File: src/rtl/seven_seg_scanner.sv
// Self-timed multiplexed seven-segment driver with blanking gap, per-digit PWM
// dimming, leading-zero blanking and frame-synchronous double-buffered display data.
module seven_seg_scanner #(
    parameter int NUM_DIGITS     = 8,
    parameter int SCAN_DIV       = 50000,
    parameter int BLANK_GAP      = 2,
    parameter bit SEG_ACTIVE_LOW = 1'b1,
    parameter bit COM_ACTIVE_LOW = 1'b1
) (
    input  logic                                                     clk,
    input  logic                                                     rst_n,
    input  logic [4*NUM_DIGITS-1:0]                                  digits_in,
    input  logic [NUM_DIGITS-1:0]                                    dp_in,
    input  logic [NUM_DIGITS-1:0]                                    en_in,
    input  logic                                                     load,
    input  logic                                                     lzb_en,
    input  logic [3:0]                                               brightness,
    output logic [6:0]                                               seg,
    output logic                                                     seg_dp,
    output logic [NUM_DIGITS-1:0]                                    com,
    output logic [((NUM_DIGITS > 1) ? $clog2(NUM_DIGITS) : 1)-1:0]   scan_idx,
    output logic                                                     frame_done
);

    localparam int IDX_W = (NUM_DIGITS > 1) ? $clog2(NUM_DIGITS) : 1;
    localparam int CNT_W = $clog2((SCAN_DIV > BLANK_GAP) ? SCAN_DIV : BLANK_GAP);

    typedef enum logic {
        ST_GAP,
        ST_ON
    } state_t;

    localparam state_t              ST_START = (BLANK_GAP > 0) ? ST_GAP : ST_ON;
    localparam logic [CNT_W-1:0]    ON_LAST  = CNT_W'(SCAN_DIV - 1);
    localparam logic [CNT_W-1:0]    GAP_LAST = CNT_W'(BLANK_GAP - 1);
    localparam logic [IDX_W-1:0]    IDX_LAST = IDX_W'(NUM_DIGITS - 1);
    localparam logic [NUM_DIGITS-1:0] COM_OFF = {NUM_DIGITS{COM_ACTIVE_LOW}};
    localparam logic [6:0]          SEG_OFF  = {7{SEG_ACTIVE_LOW}};
    localparam logic                DP_OFF   = SEG_ACTIVE_LOW;

    state_t                        state;
    logic [CNT_W-1:0]              cnt;
    logic [IDX_W-1:0]              idx;

    logic [NUM_DIGITS-1:0][3:0]    stg_dig;
    logic [NUM_DIGITS-1:0]         stg_dp;
    logic [NUM_DIGITS-1:0]         stg_en;
    logic                          pending;
    logic [NUM_DIGITS-1:0][3:0]    sh_dig;
    logic [NUM_DIGITS-1:0]         sh_dp;
    logic [NUM_DIGITS-1:0]         sh_en;

    logic                          at_boundary;
    logic [NUM_DIGITS-1:0]         lz_blank;
    logic                          zero_above;
    logic                          visible;
    logic                          lit;
    logic [NUM_DIGITS-1:0]         com_ah;
    logic [6:0]                    seg_ah;
    logic                          dp_ah;

    function automatic logic [6:0] decode(input logic [3:0] h);
        case (h)
            4'h0: decode = 7'b1111110;
            4'h1: decode = 7'b0110000;
            4'h2: decode = 7'b1101101;
            4'h3: decode = 7'b1111001;
            4'h4: decode = 7'b0110011;
            4'h5: decode = 7'b1011011;
            4'h6: decode = 7'b1011111;
            4'h7: decode = 7'b1110000;
            4'h8: decode = 7'b1111111;
            4'h9: decode = 7'b1111011;
            4'hA: decode = 7'b1110111;
            4'hB: decode = 7'b0011111;
            4'hC: decode = 7'b1001110;
            4'hD: decode = 7'b0111101;
            4'hE: decode = 7'b1001111;
            default: decode = 7'b1000111;
        endcase
    endfunction

    assign at_boundary = (state == ST_ON) && (cnt == ON_LAST) && (idx == IDX_LAST);

    // Walk from the most significant digit down, blanking while every digit so far is zero with no dp.
    always_comb begin
        zero_above = 1'b1;
        lz_blank   = '0;
        for (int unsigned j = 0; j < NUM_DIGITS; j++) begin
            zero_above = zero_above && (sh_dig[NUM_DIGITS-1-j] == 4'd0) && !sh_dp[NUM_DIGITS-1-j];
            lz_blank[NUM_DIGITS-1-j] = zero_above;
        end
        lz_blank[0] = 1'b0;
    end

    // During ON the slot counter starts at 0, so its low nibble doubles as the wrapping PWM phase.
    always_comb begin
        visible = sh_en[idx] && !(lzb_en && lz_blank[idx]);
        lit     = (state == ST_ON) && visible && ((brightness == 4'hF) || (cnt[3:0] < brightness));
        com_ah  = lit ? (NUM_DIGITS'(1) << idx) : '0;
        seg_ah  = lit ? decode(sh_dig[idx]) : '0;
        dp_ah   = lit && sh_dp[idx];
    end

    always_ff @(posedge clk or negedge rst_n) begin
        if (!rst_n) begin
            state      <= ST_START;
            cnt        <= '0;
            idx        <= '0;
            com        <= COM_OFF;
            seg        <= SEG_OFF;
            seg_dp     <= DP_OFF;
            scan_idx   <= '0;
            frame_done <= 1'b0;
        end else begin
            com        <= com_ah ^ COM_OFF;
            seg        <= seg_ah ^ SEG_OFF;
            seg_dp     <= dp_ah ^ DP_OFF;
            scan_idx   <= idx;
            frame_done <= at_boundary;
            case (state)
                ST_GAP: begin
                    if (cnt == GAP_LAST) begin
                        state <= ST_ON;
                        cnt   <= '0;
                    end else begin
                        cnt <= cnt + 1'b1;
                    end
                end
                default: begin
                    if (cnt == ON_LAST) begin
                        cnt   <= '0;
                        idx   <= (idx == IDX_LAST) ? '0 : idx + 1'b1;
                        state <= ST_START;
                    end else begin
                        cnt <= cnt + 1'b1;
                    end
                end
            endcase
        end
    end

    // A load on the boundary cycle re-arms pending, so it survives the swap that consumes the older staging.
    always_ff @(posedge clk or negedge rst_n) begin
        if (!rst_n) begin
            stg_dig <= '0;
            stg_dp  <= '0;
            stg_en  <= '0;
            pending <= 1'b0;
            sh_dig  <= '0;
            sh_dp   <= '0;
            sh_en   <= '0;
        end else begin
            if (at_boundary && pending) begin
                sh_dig <= stg_dig;
                sh_dp  <= stg_dp;
                sh_en  <= stg_en;
            end
            if (load) begin
                stg_dig <= digits_in;
                stg_dp  <= dp_in;
                stg_en  <= en_in;
                pending <= 1'b1;
            end else if (at_boundary) begin
                pending <= 1'b0;
            end
        end
    end

endmodule

File: config.mk
export PLATFORM = sky130hd
export DESIGN_NAME = seven_seg_scanner
export DESIGN_NICKNAME = d
export VERILOG_FILES = /design/src/rtl/seven_seg_scanner.sv
export SDC_FILE = /design/constraint.sdc
export NUM_CORES = 1
export LEC_CHECK = 0
export BUFFER_PORTS_ARGS = -buffer_cell sky130_fd_sc_hd__buf_2
export CAP_MARGIN = 20
export CORE_AREA = 5 5 129 131
export DETAILED_ROUTE_END_ITERATION = 10
export DIE_AREA = 0 0 134 136
export PLACE_DENSITY = 0.66
export SYNTH_ARGS = -nofsm -noshare
export SYNTH_HDL_FRONTEND = slang
export SYNTH_SLANG_ARGS = --single-unit
File: constraint.sdc
create_clock -name clk -period 3.95 [get_ports clk]
set_input_delay 0.1975 -clock clk [delete_from_list [all_inputs] [get_ports clk]]
set_output_delay 0.1975 -clock clk [all_outputs]
set_load 0.005 [all_outputs]
### After elaboration in Yosys (flattened, before gate mapping)

Memory sizes are Yosys's and may differ from the RTL's.
Cells that the tools add are included.

| word-level totals | value |
|---|---|
| register bits | 137 |
| bits in latches | 0 |
| bits in writable memories | 0 |
| bits in read-only memories | 112 |
| input bits | 56 |
| output and inout bits | 20 |
| logic and storage cells | 100 |
| memories kept | 1 |

Memory list:

| memory | words | width | rd ports | clocked after memory_dff | write ports | line | RTL |
|---|---|---|---|---|---|---|---|
| (no name shown) | 16 | 7 | 1 | 0 | 0 | 63 | `case (h)` |

| operators by class | value |
|---|---|
| add/subtract/negate cells | 2 |
| multiply operators | 0 |
| div/mod/pow operators | 0 |
| order comparisons | 2 |
| equality and inequality tests | 4 |
| shift-type cells | 1 |
| muxes and demuxes | 19 |
| bitwise logic cells | 3 |
| reduce and logical (&&, ||, !) cells | 39 |

Operators by type and width:

| cell | number |
|---|---|
| $mux W16 | 3 |
| $logic_not A4 Y1 | 7 |
| $logic_and A1 B1 Y1 | 21 |
| $add A16 B1 Y16 const B | 1 |
| $eq A16 B1 Y1 const B | 1 |
| $eq A16 B16 Y1 const B | 1 |
| $bmux W4 S3 | 1 |
| $bmux W1 S3 | 3 |
| $logic_not A1 Y1 | 8 |
| $mux W1 | 8 |
| $mux W8 | 1 |
| $not A8 Y8 | 1 |
| $shl A1 B3 Y8 const A | 1 |
| $mux W7 | 1 |
| $not A7 Y7 | 1 |
| $eq A4 B4 Y1 const B | 1 |
| $lt A3 B4 Y1 const B | 1 |
| $lt A4 B4 Y1 | 1 |
| $mux W4 | 1 |
| $add A3 B1 Y3 const B | 1 |
| $eq A3 B3 Y1 const B | 1 |
| $mux W3 | 1 |
| $reduce_and A2 Y1 | 1 |
| $reduce_bool A2 Y1 | 1 |
| other kinds (2) | 2 |

### Depth between registers and ports, before layout

| depth | value |
|---|---|
| depth in word-level cells | 23 |
| mapped depth | 9 |
| gate-level depth less buffers | 7 |

### Worst setup path after synthesis

Ideal clock, no wire load.

| path | value |
|---|---|
| path type | flip-flop to flip-flop |
| from | reg idx[1] |
| to | reg seg[6] |
| library setup time | 97 ps |
| arrival | 2593 ps |
| data required time | 3853 ps |
| setup slack | 1260 ps |
| cell stages (with the launch flop) | 10 |
| buffers on the path | 2 |
| clock period less this slack | 2690 ps |
| cells stage by stage | dfrtp_1 -> buf_2 -> buf_2 -> mux4_2 -> mux2i_1 -> inv_1 -> ha_1 -> or3b_2 -> o221ai_1 -> nand3_1 |

| on the way | value |
|---|---|
| cells in the longest elaborated chain, start to end | 9 |
| elaborated cells between the ends (all ways) | 14 |
| those cells by class | mux: 7; bitwise: 1; reduce/logical: 5; memory: 1 |

RTL lines:

| element | line | RTL |
|---|---|---|
| start, declared | 43 | `logic [IDX_W-1:0] idx;` |
| start signal, assigned | 133 | `idx <= (idx == IDX_LAST) ? '0 : idx + 1'b1;` |
| parallel branches: the longest is 7 deep, another holds $mem_v2 Z16 W7 | - |  |
| $mux W7 (*) | 101 | `seg_ah = lit ? decode(sh_dig[idx]) : '0;` |
| $not A7 Y7 (no line) (*) | - |  |
| end signal, assigned | 117 | `seg <= seg_ah ^ SEG_OFF;` |
| end, declared | 18 | `output logic [6:0] seg,` |

Mark *: on every way between the ends. The select of a mux whose other input is x is not followed.
A chain may end at the register's enable or synchronous reset.

### Worst setup path in the final report

Ends and elaborated chain as after synthesis.

==> flow_metrics.tcl <==
set metrics [dict create \
    finClkSkew_ps 8.82 \
    io_buffers 75 \
    initial_core_util_pct 39.6 \
    cts_tree "yes" \
    timing.rr.end "seg[6]$_DFF_PN1_" \
    routabilityCongestion 0.844 \
    synth.distinct_cells 44 \
    cts_max_level 4 \
    power.leakage_nw 3.57 \
    endpoint_kind "register" \
    critPathLaunchType "register" \
    synth_fp_nets 509 \
    cp.arrival_ps 3010 \
    routed_via_density 5.09 \
    synth_seq_area_share_pct 56.3 \
    wl_per_cell_um 16.8 \
    nFillCells 1352 \
    finalCriticalPeriod_ps 2680 \
    async_flop_share_pct 100 \
    max-vdd-ir-drop_v 0.000296 \
    antenna_found_initial 0 \
    fin_crit_sh_pct 67.9 \
    grt_max_degree 78 \
    min_path_type "primary input to register" \
    clk_latency_ps 420 \
    syn_avg_cell_area_um2 14.1 \
    status "finished clean" \
    netlist_area_um2 6130 \
    core_um2 15500 \
    cts_resized 0 \
    fin_setup_tns_ps 0 \
    finalMaxSlewViolations 0 \
    first_global_vias 4058 \
    synth-edff-count 0 \
    finalSetupViolCount 0 \
    cp.required_ps 4280 \
    place_hpwl_um 8710 \
    initialDrtViolationCount 158 \
    grt_pass1_wl_um 21000 \
    finalHoldViolations 0 \
    area_growth_pct 21.9 \
    ant_nets 0 \
    cts.sinks 137 \
    rows 46 \
    synth_flop_cell "dfrtp_1" \
    final_nets 610 \
    worstRegToRegCells 7 \
    worst-path-max-fanout 6 \
    antenna_cells 0 \
    worstSetupPathType "register to register" \
    clockBufferDepth 2 \
    max_freq_mhz 373 \
    synth_warnings 0 \
    slew_headroom_pct 46.6 \
    power.density_nw_per_um2 416 \
    fp.dieH_um 136 \
    maxCapViolCount 0 \
    drc_errors 0 \
    drive_above_1_share_pct 44.5 \
    ys_ff_latch 137 \
    num_vias 3780 \
    die_width_um 134 \
    grt-ovfl-total 0 \
    track_usage_pct 14.7 \
    regArea_um2 3450 \
    multi_input_area_um2 2520 \
    synthCells 436 \
    drtPass1Iterations 5 \
    cts_made_buffers 17 \
    wirelength_um 12400 \
    fin_cells 742 \
    min_from "en_in[4]" \
    final_util_pct 48.2 \
    hold_end "stg_en[4]$_DFFE_PN0P_" \
    worst_slew_pin_slew_ps 800 \
    die-area_um2 18200 \
    cts-root-buf "clkbuf_16" \
    reg2reg_slack_ps 1270 \
    rsz0062_at_grt "no" \
    cts.clk_slew.worst_paths_ps 60 \
    io_pins 76 \
    holdPathStages 2 \
    r2r_start "idx[1]$_DFFE_PN0P_" \
    dp_cells 689 \
]
[synthesized netlist by cell type, types with 7 or more instances]
cell / instances / area (µm²)
nand2_1: 19 / 71.3
inv_1: 13 / 48.8
xor2_1: 9 / 78.8
nor3_1: 7 / 35.0
mux2i_1: 8 / 80.1
nor2_1: 19 / 71.3
buf_2: 7 / 35.0
mux2_2: 79 / 890
mux2_4: 20 / 300
dfstp_2: 16 / 420
nand3_1: 18 / 90.1
ha_1: 17 / 213
dfrtp_1: 121 / 3030
nand4_1: 13 / 81.3
mux4_2: 12 / 270
[report_power, final]
part	internal, W	switching (W)	total, W
Sequential	0.00145	0.0000303	0.00149
Clock	0.000909	0.000573	0.00148
Combinational	0.0000818	0.0000610	0.000143
[worst max-delay path by stage]
stage	startpoint	endpoint	depth (start not counted)
2_1_floorplan	idx[1]$_DFFE_PN0P_	seg[6]$_DFF_PN1_	9
3_3_place_gp	idx[1]$_DFFE_PN0P_	seg[6]$_DFF_PN1_	7
3_5_place_dp	idx[1]$_DFFE_PN0P_	seg[6]$_DFF_PN1_	7
4_1_cts	idx[1]$_DFFE_PN0P_	seg[6]$_DFF_PN1_	7
5_1_grt	idx[1]$_DFFE_PN0P_	seg[6]$_DFF_PN1_	7
6_report	idx[1]$_DFFE_PN0P_	seg[6]$_DFF_PN1_	7
[sequential cells by signal, indices dropped and copies added, names as in the netlist, 3 cells and up]
signal,count
cnt,16
com,8
idx,3
scan_idx,3
seg,7
sh_dig,32
sh_dp,8
sh_en,8
stg_dig,32
stg_dp,8
stg_en,8
[area by class of cell]
class | count | share of cell area [%]
Clock inverter | 8 | 0.938
Multi-Input combinational cell | 265 | 33.7
Sequential cell | 137 | 46.2
Clock buffer | 24 | 6.45
Inverter | 14 | 0.704
Tap cell | 192 | 3.22
Timing Repair Buffer | 102 | 8.81
[logic make-up after synthesis]
group / after synthesis / share of synthesized area [%]
compound gates: 22 / 2.41
xor+xnor: 15 / 2.14
fa+ha+maj: 17 / 3.47
mux: 119 / 25.1
simple gates: 92 / 7.94
buf+inv: 34 / 2.65
flops: 137 / 56.3
[cell usage in the layout (no fill, tap or decap), drive strengths merged, types with 2 or more instances in the layout]
master	count
clkbuf	24
dfrtp	121
nand2	19
nor4	3
a21oi	3
xor2	9
mux2	99
dlygate4sd3	18
nand3	19
or4	3
nor2	19
o22a	3
o21ai	6
mux2i	8
xnor2	6
buf	84
clkinvlp	2
inv	14
dfstp	16
and3	2
ha	17
o211ai	2
mux4	12
a31oi	2
nand2b	2
nor3	7
clkinv	5
nand4	13
[repair_timing]
item / 4_1_cts / 5_1_grt
buffers inserted: 0 / 0
endpoints found under the setup margin: 0 / 0
hold endpoints to repair: 59 / 2
hold buffers: 16 / 2
[worst max-delay path, cell delays in order (launching register included)]
cell and delay [ps]:
dfrtp_1 530, mux4_2 560, mux2i_1 410, inv_1 160, ha_1 270, or3b_2 480
o221ai_1 90, nand3_1 100
[routing by layer]
metal	up-vias	routed length (µm)	GRT usage (%)	part of all wire (%)
met5	-	0	0	0
met4	0	227	5.09	1.8
met3	16	608	4.89	4.9
met2	86	5810	23.3	47
met1	1908	5790	19.0	47
li1	1770	-	-	-
[metrics by stage]
step           power, W  setup WS (ps)  hold WS, ps  cell area, µm²
6_report        0.00311           1270         13.7            7470
5_1_grt         0.00323           1040        0.408            7470
4_1_cts         0.00314           1190        0.534            7410
3_5_place_dp    0.00164           1210          333            6700
3_3_place_gp    0.00163           1350          327            6700
2_1_floorplan   0.00156           1260        -98.1            6130
Note: power is estimated with default switching activity, not from simulation.
